<file path="config.mk">
export PLATFORM = sky130hd
export DESIGN_NAME = mem_port_arbiter
export DESIGN_NICKNAME = d
export VERILOG_FILES = /design/src/rtl/mem_port_arbiter.sv
export SDC_FILE = /design/constraint.sdc
export NUM_CORES = 1
export LEC_CHECK = 0
export BUFFER_PORTS_ARGS = -buffer_cell sky130_fd_sc_hd__buf_4
export CAP_MARGIN = 20
export CORE_AREA = 2 2 39 41
export CTS_BUF_LIST = sky130_fd_sc_hd__clkbuf_8
export DETAILED_ROUTE_END_ITERATION = 7
export DIE_AREA = 0 0 41 43
export GPL_ROUTABILITY_DRIVEN = 0
export HOLD_SLACK_MARGIN = 0.15
export SLEW_MARGIN = 20
export SYNTH_ARGS = -nofsm -noshare
export SYNTH_HDL_FRONTEND = slang
export SYNTH_SLANG_ARGS = --single-unit
</file>
<file path="constraint.sdc">
create_clock -name clk -period 1.6 [get_ports clk]
set_input_delay 0.16 -clock clk [delete_from_list [all_inputs] [get_ports clk]]
set_output_delay 0.16 -clock clk [all_outputs]
set_load 0.02 [all_outputs]
</file>
<file path="src/rtl/mem_port_arbiter.sv">
// Round-robin arbiter/sequencer for a shared memory port.
// Picks one requester, holds its grant, the mux select and the port enable
// for MEM_LATENCY cycles, pulses done in the last granted cycle, then spends
// one idle cycle before the next arbitration. All outputs are registered.
module mem_port_arbiter #(
  parameter int NUM_REQ     = 2,
  parameter int MEM_LATENCY = 2,
  localparam int SEL_WIDTH  = (NUM_REQ > 1) ? $clog2(NUM_REQ) : 1
) (
  input  logic                 clk,
  input  logic                 rst,
  input  logic [NUM_REQ-1:0]   req,
  output logic [NUM_REQ-1:0]   gnt,
  output logic [SEL_WIDTH-1:0] sel,
  output logic                 mem_en,
  output logic [NUM_REQ-1:0]   done,
  output logic                 busy
);

  // Counter only needs to hold MEM_LATENCY-1; keep at least one bit.
  localparam int CNT_W = (MEM_LATENCY > 1) ? $clog2(MEM_LATENCY) : 1;
  localparam logic [CNT_W-1:0]     CNT_LOAD  = CNT_W'(MEM_LATENCY - 1);
  localparam logic [SEL_WIDTH-1:0] LAST_INIT = SEL_WIDTH'(NUM_REQ - 1);

  typedef enum logic {
    ST_IDLE   = 1'b0,
    ST_ACCESS = 1'b1
  } state_e;

  state_e               state_q;
  logic [CNT_W-1:0]     cnt_q;
  logic [SEL_WIDTH-1:0] last_ptr_q;
  logic [NUM_REQ-1:0]   gnt_q;
  logic [SEL_WIDTH-1:0] sel_q;
  logic                 mem_en_q;
  logic [NUM_REQ-1:0]   done_q;
  logic                 busy_q;

  logic [SEL_WIDTH-1:0] win_d;
  logic [NUM_REQ-1:0]   win_oh_d;

  // First set request bit at or after last+1, wrapping at NUM_REQ-1 -> 0.
  // Works for non-power-of-2 NUM_REQ since the wrap uses a true modulo.
  function automatic logic [SEL_WIDTH-1:0] rr_pick(
    input logic [NUM_REQ-1:0]   r,
    input logic [SEL_WIDTH-1:0] last
  );
    logic [SEL_WIDTH-1:0] w;
    logic [SEL_WIDTH-1:0] idx_s;
    logic                 found;
    int                   idx;
    w     = '0;
    found = 1'b0;
    for (int i = 1; i <= NUM_REQ; i++) begin
      idx   = (int'(last) + i) % NUM_REQ;
      idx_s = SEL_WIDTH'(idx);
      if (!found && r[idx_s]) begin
        w     = idx_s;
        found = 1'b1;
      end
    end
    return w;
  endfunction

  function automatic logic [NUM_REQ-1:0] to_onehot(input logic [SEL_WIDTH-1:0] idx);
    return NUM_REQ'(1) << idx;
  endfunction

  // Round-robin winner for the current request vector.
  always_comb begin
    win_d    = rr_pick(req, last_ptr_q);
    win_oh_d = to_onehot(win_d);
  end

  // Arbitration FSM with registered grant, select, enable and completion.
  always_ff @(posedge clk) begin
    if (rst) begin
      state_q    <= ST_IDLE;
      cnt_q      <= '0;
      last_ptr_q <= LAST_INIT;
      gnt_q      <= '0;
      sel_q      <= '0;
      mem_en_q   <= 1'b0;
      done_q     <= '0;
      busy_q     <= 1'b0;
    end else begin
      case (state_q)
        ST_IDLE: begin
          if (|req) begin
            state_q    <= ST_ACCESS;
            cnt_q      <= CNT_LOAD;
            last_ptr_q <= win_d;
            gnt_q      <= win_oh_d;
            sel_q      <= win_d;
            mem_en_q   <= 1'b1;
            busy_q     <= 1'b1;
            // With a single-cycle access the grant cycle is also the last one.
            done_q     <= (MEM_LATENCY == 1) ? win_oh_d : '0;
          end else begin
            // sel keeps its last value so the mux output stays stable.
            gnt_q    <= '0;
            mem_en_q <= 1'b0;
            busy_q   <= 1'b0;
            done_q   <= '0;
          end
        end
        ST_ACCESS: begin
          if (cnt_q == '0) begin
            state_q  <= ST_IDLE;
            gnt_q    <= '0;
            mem_en_q <= 1'b0;
            busy_q   <= 1'b0;
            done_q   <= '0;
          end else begin
            cnt_q  <= cnt_q - CNT_W'(1);
            // Raise done for the cycle in which the count reaches zero.
            done_q <= (cnt_q == CNT_W'(1)) ? gnt_q : '0;
          end
        end
        default: begin
          state_q  <= ST_IDLE;
          gnt_q    <= '0;
          mem_en_q <= 1'b0;
          busy_q   <= 1'b0;
          done_q   <= '0;
        end
      endcase
    end
  end

  assign gnt    = gnt_q;
  assign sel    = sel_q;
  assign mem_en = mem_en_q;
  assign done   = done_q;
  assign busy   = busy_q;

  a_gnt_onehot0  : assert property (@(posedge clk) disable iff (rst) $onehot0(gnt));
  a_done_onehot0 : assert property (@(posedge clk) disable iff (rst) $onehot0(done));
  a_done_in_gnt  : assert property (@(posedge clk) disable iff (rst) (done & ~gnt) == '0);
  a_en_gnt       : assert property (@(posedge clk) disable iff (rst) mem_en == (gnt != '0));
  a_en_busy      : assert property (@(posedge clk) disable iff (rst) mem_en == busy);

endmodule

</file>
Yosys cells after proc, flatten, opt, wreduce, memory -nomap -nowiden
Index checks and enable logic that the tools add are counted.
- add/sub/neg operators: 3
- $lt $le $gt $ge: 2
- equal/unequal tests: 2
- shift-type cells: 1
- muxes and demuxes: 19
- bitwise operators: 1
- reduce and logical (&&, ||, !) cells: 4
- operators with widths (operator ; number):
    1-bit two-way mux ; 12
    2-bit one-hot mux with 2 select lines ; 2
    1-bit one-hot mux with 2 select lines ; 3
    1-bit by 2-bit < comparator with 1-bit output (second input constant) ; 2
    2-bit two-way mux ; 2
    2-bit inequality test (second input constant) ; 2
    1-bit adder (second input constant) ; 2
    2-bit AND reduction ; 1
    2-bit OR reduction ; 1
    1-bit by 1-bit left shift with 2-bit output (first input constant) ; 1
    1-bit logical AND ; 1
    1-bit zero test ; 1
    1-bit inverter ; 1
    1-bit subtractor (second input constant) ; 1
- register bits: 9
- input port bits: 4
- output and inout bits: 7
- word-level logic and storage cells: 39

Longest topological paths before layout
- depth after elaboration: 10
- gate-level depth with buffers: 3
- gate-level depth less buffers: 2

Least setup slack after synthesis
No wires, ideal clock.
- path type: reg-to-reg
- start point: register state_q
- end point: register last_ptr_q
- library setup time: 0.122 ns
- arrival: 0.853 ns
- required time: 1.478 ns
- setup slack: 0.626 ns
- stages on the path, launching flop included: 4
- buffers on the path: 1
- period minus slack after synthesis: 0.974 ns
- cells stage by stage: dfxtp_1 > buf_6 > nand2b_4 > a221o_1
- cells in the longest elaborated chain, start to end: 2
- RTL lines (what ; line ; text):
    start: declaration ; 30 ; state_e state_q;
    start signal: assignment ; 78 ; state_q <= ST_IDLE;
    start signal: assignment ; 90 ; state_q <= ST_ACCESS;
    start signal: assignment ; 109 ; state_q <= ST_IDLE;
    1-bit inverter (no source line) ; n/a ;
    2-bit AND reduction (no source line) ; n/a ;
    end signal: assignment ; 92 ; last_ptr_q <= win_d;
    end: declaration ; 32 ; logic [SEL_WIDTH-1:0] last_ptr_q;
No other way between the ends.
A chain may end at the register's enable or synchronous reset.

Worst setup path in the final report
- start point: input rst
- end point: register gnt_q[0], in the netlist gnt[0]
- RTL lines (what ; line ; text):
    start: declaration ; 11 ; input logic rst,
    end signal: assignment ; 93 ; gnt_q <= win_oh_d;
    end: declaration ; 33 ; logic [NUM_REQ-1:0] gnt_q;
No word-level cell between the ends.

==> summary.md <==
| Metric | Value |
|---|---|
| Worst-Margin Slew | 270 ps |
| Slew margin rel. | 82.0% |
| FMAX | 973 MHz |
| CTS tree | built |
| Resized Gates After CTS | 0 |
| Die footprint | 1760 sq um |
| CP startpoint kind | input pin |
| Pwr/cell area | 1230 nW/um^2 |
| Syn Inst Count | 31 |
| Worst EP required | 1730 ps |
| GRT Total Usage | 10.1% |
| Area after DPL | 412 sq um |
| Largest net degree at the start of global routing | 10 |
| Row cnt | 14 |
| Number of global-route vias before repair | 262 |
| Drt first pass iters | 4 |
| Cell taking the most area after synthesis | dfxtp_1 |
| Post-route clock period utilization | 64.2% |
| Via count | 286 |
| Area grow syn2layout | 39.2% |
| GR Overflow Total | 0 |
| Clock share of power | 43.5% |
| Flops & latches, synth | 9 |
| # Max-Cap Violations | 0 |
| Sw Ratio | 23.0% |
| IO Port Bufs | 10 |
| Count leader, synth | dfxtp_1 |
| Critical path data arrival time | 1160 ps |
| Post-DRT Antenna Nets | 0 |
| Placed cells | 55 |
| H-tree levels | 1 |
| Layout Skew | 0.842 ps |
| Final TNS setup | 0 ps |
| Nets@finish | 49 |
| Sequential power share | 44.3% |
| Fin area | 467 sq um |
| Num CTS Buffers | 3 |
| Tmin final | 1030 ps |
| Hold Path Class | in -> reg |
| Sw Pwr | 0.000133 W |
| Synth Net Count | 35 |
| Die width | 41 um |
| # IOs | 11 |
| Initial Util | 24.2% |
| Commonest cells in the netlist | 9 x dfxtp_1, 3 x nor2_1, 2 x a21oi_1, 2 x a32o_1, 2 x inv_1 |
| Synth area leaders | dfxtp_1 54%, a32o_1 6.0%, nand2b_4 4.1% |
| DP HPWL | 453 um |
| Asr flop ratio synth | 0% |
| Final setup viols | 0 |
| Share of layout cells above drive strength 1 | 34.1% |
| RSZ-0062 raised after global routing | no |
| P_leak | 0.216 nW |
| Chip height | 43 um |
| Diodes inserted | 0 |
| Warnings, synthesis | 0 |
| Syn_area_per_cell | 10.8 sq um |
| Worst Slack Setup Final | 572 ps |
| Final hold vios | 0 |
| Most used DFF post-synth | dfxtp_1 |
| CTS Buffer Depth | 2 |
| DRT iter0 DRCs | 6 |
| Worst Path Max Fanout | 7 |
| WS Path Type | in -> reg |
| Post-Synthesis Cell Area | 335 sq um |
| Post-CTS Setup Inserts | 0 |
| CORE AREA | 1380 sq um |
| Comb pwr share | 12.3% |
| CP endpoint kind | flop |
| P_int | 0.000443 W |
| Finished Layout Cells | 60 |
| Status | finished, final reports clean |
| EDFF count, synth | 0 |
| Register-to-register setup slack | 600 ps |
| First-pass GRT wire length | 1140 um |
| Initial antenna violation count | 0 |
| Post-route DRC | 0 |
| CTS clk-pin slew, worst paths | 40 ps |
| Register area share after synthesis | 53.7% |
| Clk Latency, worst-skew pair | 230 ps |
| Root Buffer | clkbuf_8 |
| DR WL/cell | 10.7 um |
| Final Max Tran Viols | 0 |
| Post-Route WL | 640 um |
| Worst slack at placement | 613 ps |
| Clock Sinks | 9 |
| DR vias/cell | 4.77 |
| Synth unique cells | 18 |
| Finished Core Util | 33.7% |
| Peak VDD IR | 0.733 mV |
| Yosys top cell area share | 53.7% |
[metrics by stage]
step	hold WS (ps)	total power [W]
after floorplan	229	0.000302
after global placement	376	0.000326
after detailed placement	380	0.000328
after CTS	176	0.000586
after global routing	184	0.000615
final	179	0.000575
[flip-flops by register name, summed over array words and instances (netlist names)]
register    cells
busy            1
gnt             2
cnt_q           1
state_q         1
last_ptr_q      1
done            2
sel             1
[final timing paths]
kind              depth (start not counted)                       to                from
hold / removal                            2       cnt_q$_SDFFE_PP0P_              req[1]
setup reg to reg                          2  last_ptr_q$_SDFFE_PP1P_  state_q$_SDFF_PP0_
setup / recovery                          3        gnt[0]$_SDFF_PP0_                 rst
hold reg to reg                           2        busy$_SDFFE_PP0P_   busy$_SDFFE_PP0P_
[cells in the final DEF (no fill, tap or decap), drive strengths merged]
master       synthesis  final
nand2                1      1
o21bai               1      1
o41ai                1      1
dfxtp                9      9
and3                 1      1
a21oi                2      2
clkbuf               0      3
buf                  2     10
nand2b               1      1
a221o                1      1
and2                 1      1
nor2                 3      3
a21boi               1      1
nand3                1      1
nand4b               1      1
o31a                 1      1
dlygate4sd3          0      1
a32o                 2      2
inv                  2      3
[critical path, stage by stage]
cell	delay, ps
dlygate4sd3_1	530
buf_4	160
o41ai_1	310
[cell type report]
class	count	area [sq um]
Clock buffer	3	41.3
Clock inverter	1	3.75
Fill cell	159	917
Inverter	2	7.51
Multi-Input combinational cell	18	129
Sequential cell	9	180
Tap cell	16	20.0
Timing Repair Buffer	11	85.1
[power by group through the flow]
stage               Sequential [W]  Clock (W)  Combinational [W]
detailed placement        0.000259          0          0.0000690
global route              0.000257   0.000280          0.0000777
floorplan                 0.000263          0          0.0000388
finish                    0.000255   0.000250          0.0000706
CTS                       0.000255   0.000260          0.0000711
global placement          0.000258          0          0.0000682
[timing repair]
item / CTS / global route
setup endpoints to repair: 0 / 0
hold buffers: 1 / 0
hold endpoints to repair: 2 / 0
[routing by layer]
metal | track usage [%] | up-vias | wire [um]
li1 | - | 139 | -
met1 | 13.2 | 135 | 282
met2 | 11.9 | 12 | 294
met3 | 7.85 | 0 | 63
met4 | 4.00 | 0 | 0
met5 | 0 | - | 0
[logic make-up (layout without fill, tap and decap cells)]
family          Yosys count  count (layout)  share of synthesized area, %
compound gates            9               9                          21.6
flops                     9               9                          53.7
simple gates              9               9                          16.8
buf+inv                   4              17                          7.84
No activity file was read; power rests on OpenSTA's default activity.
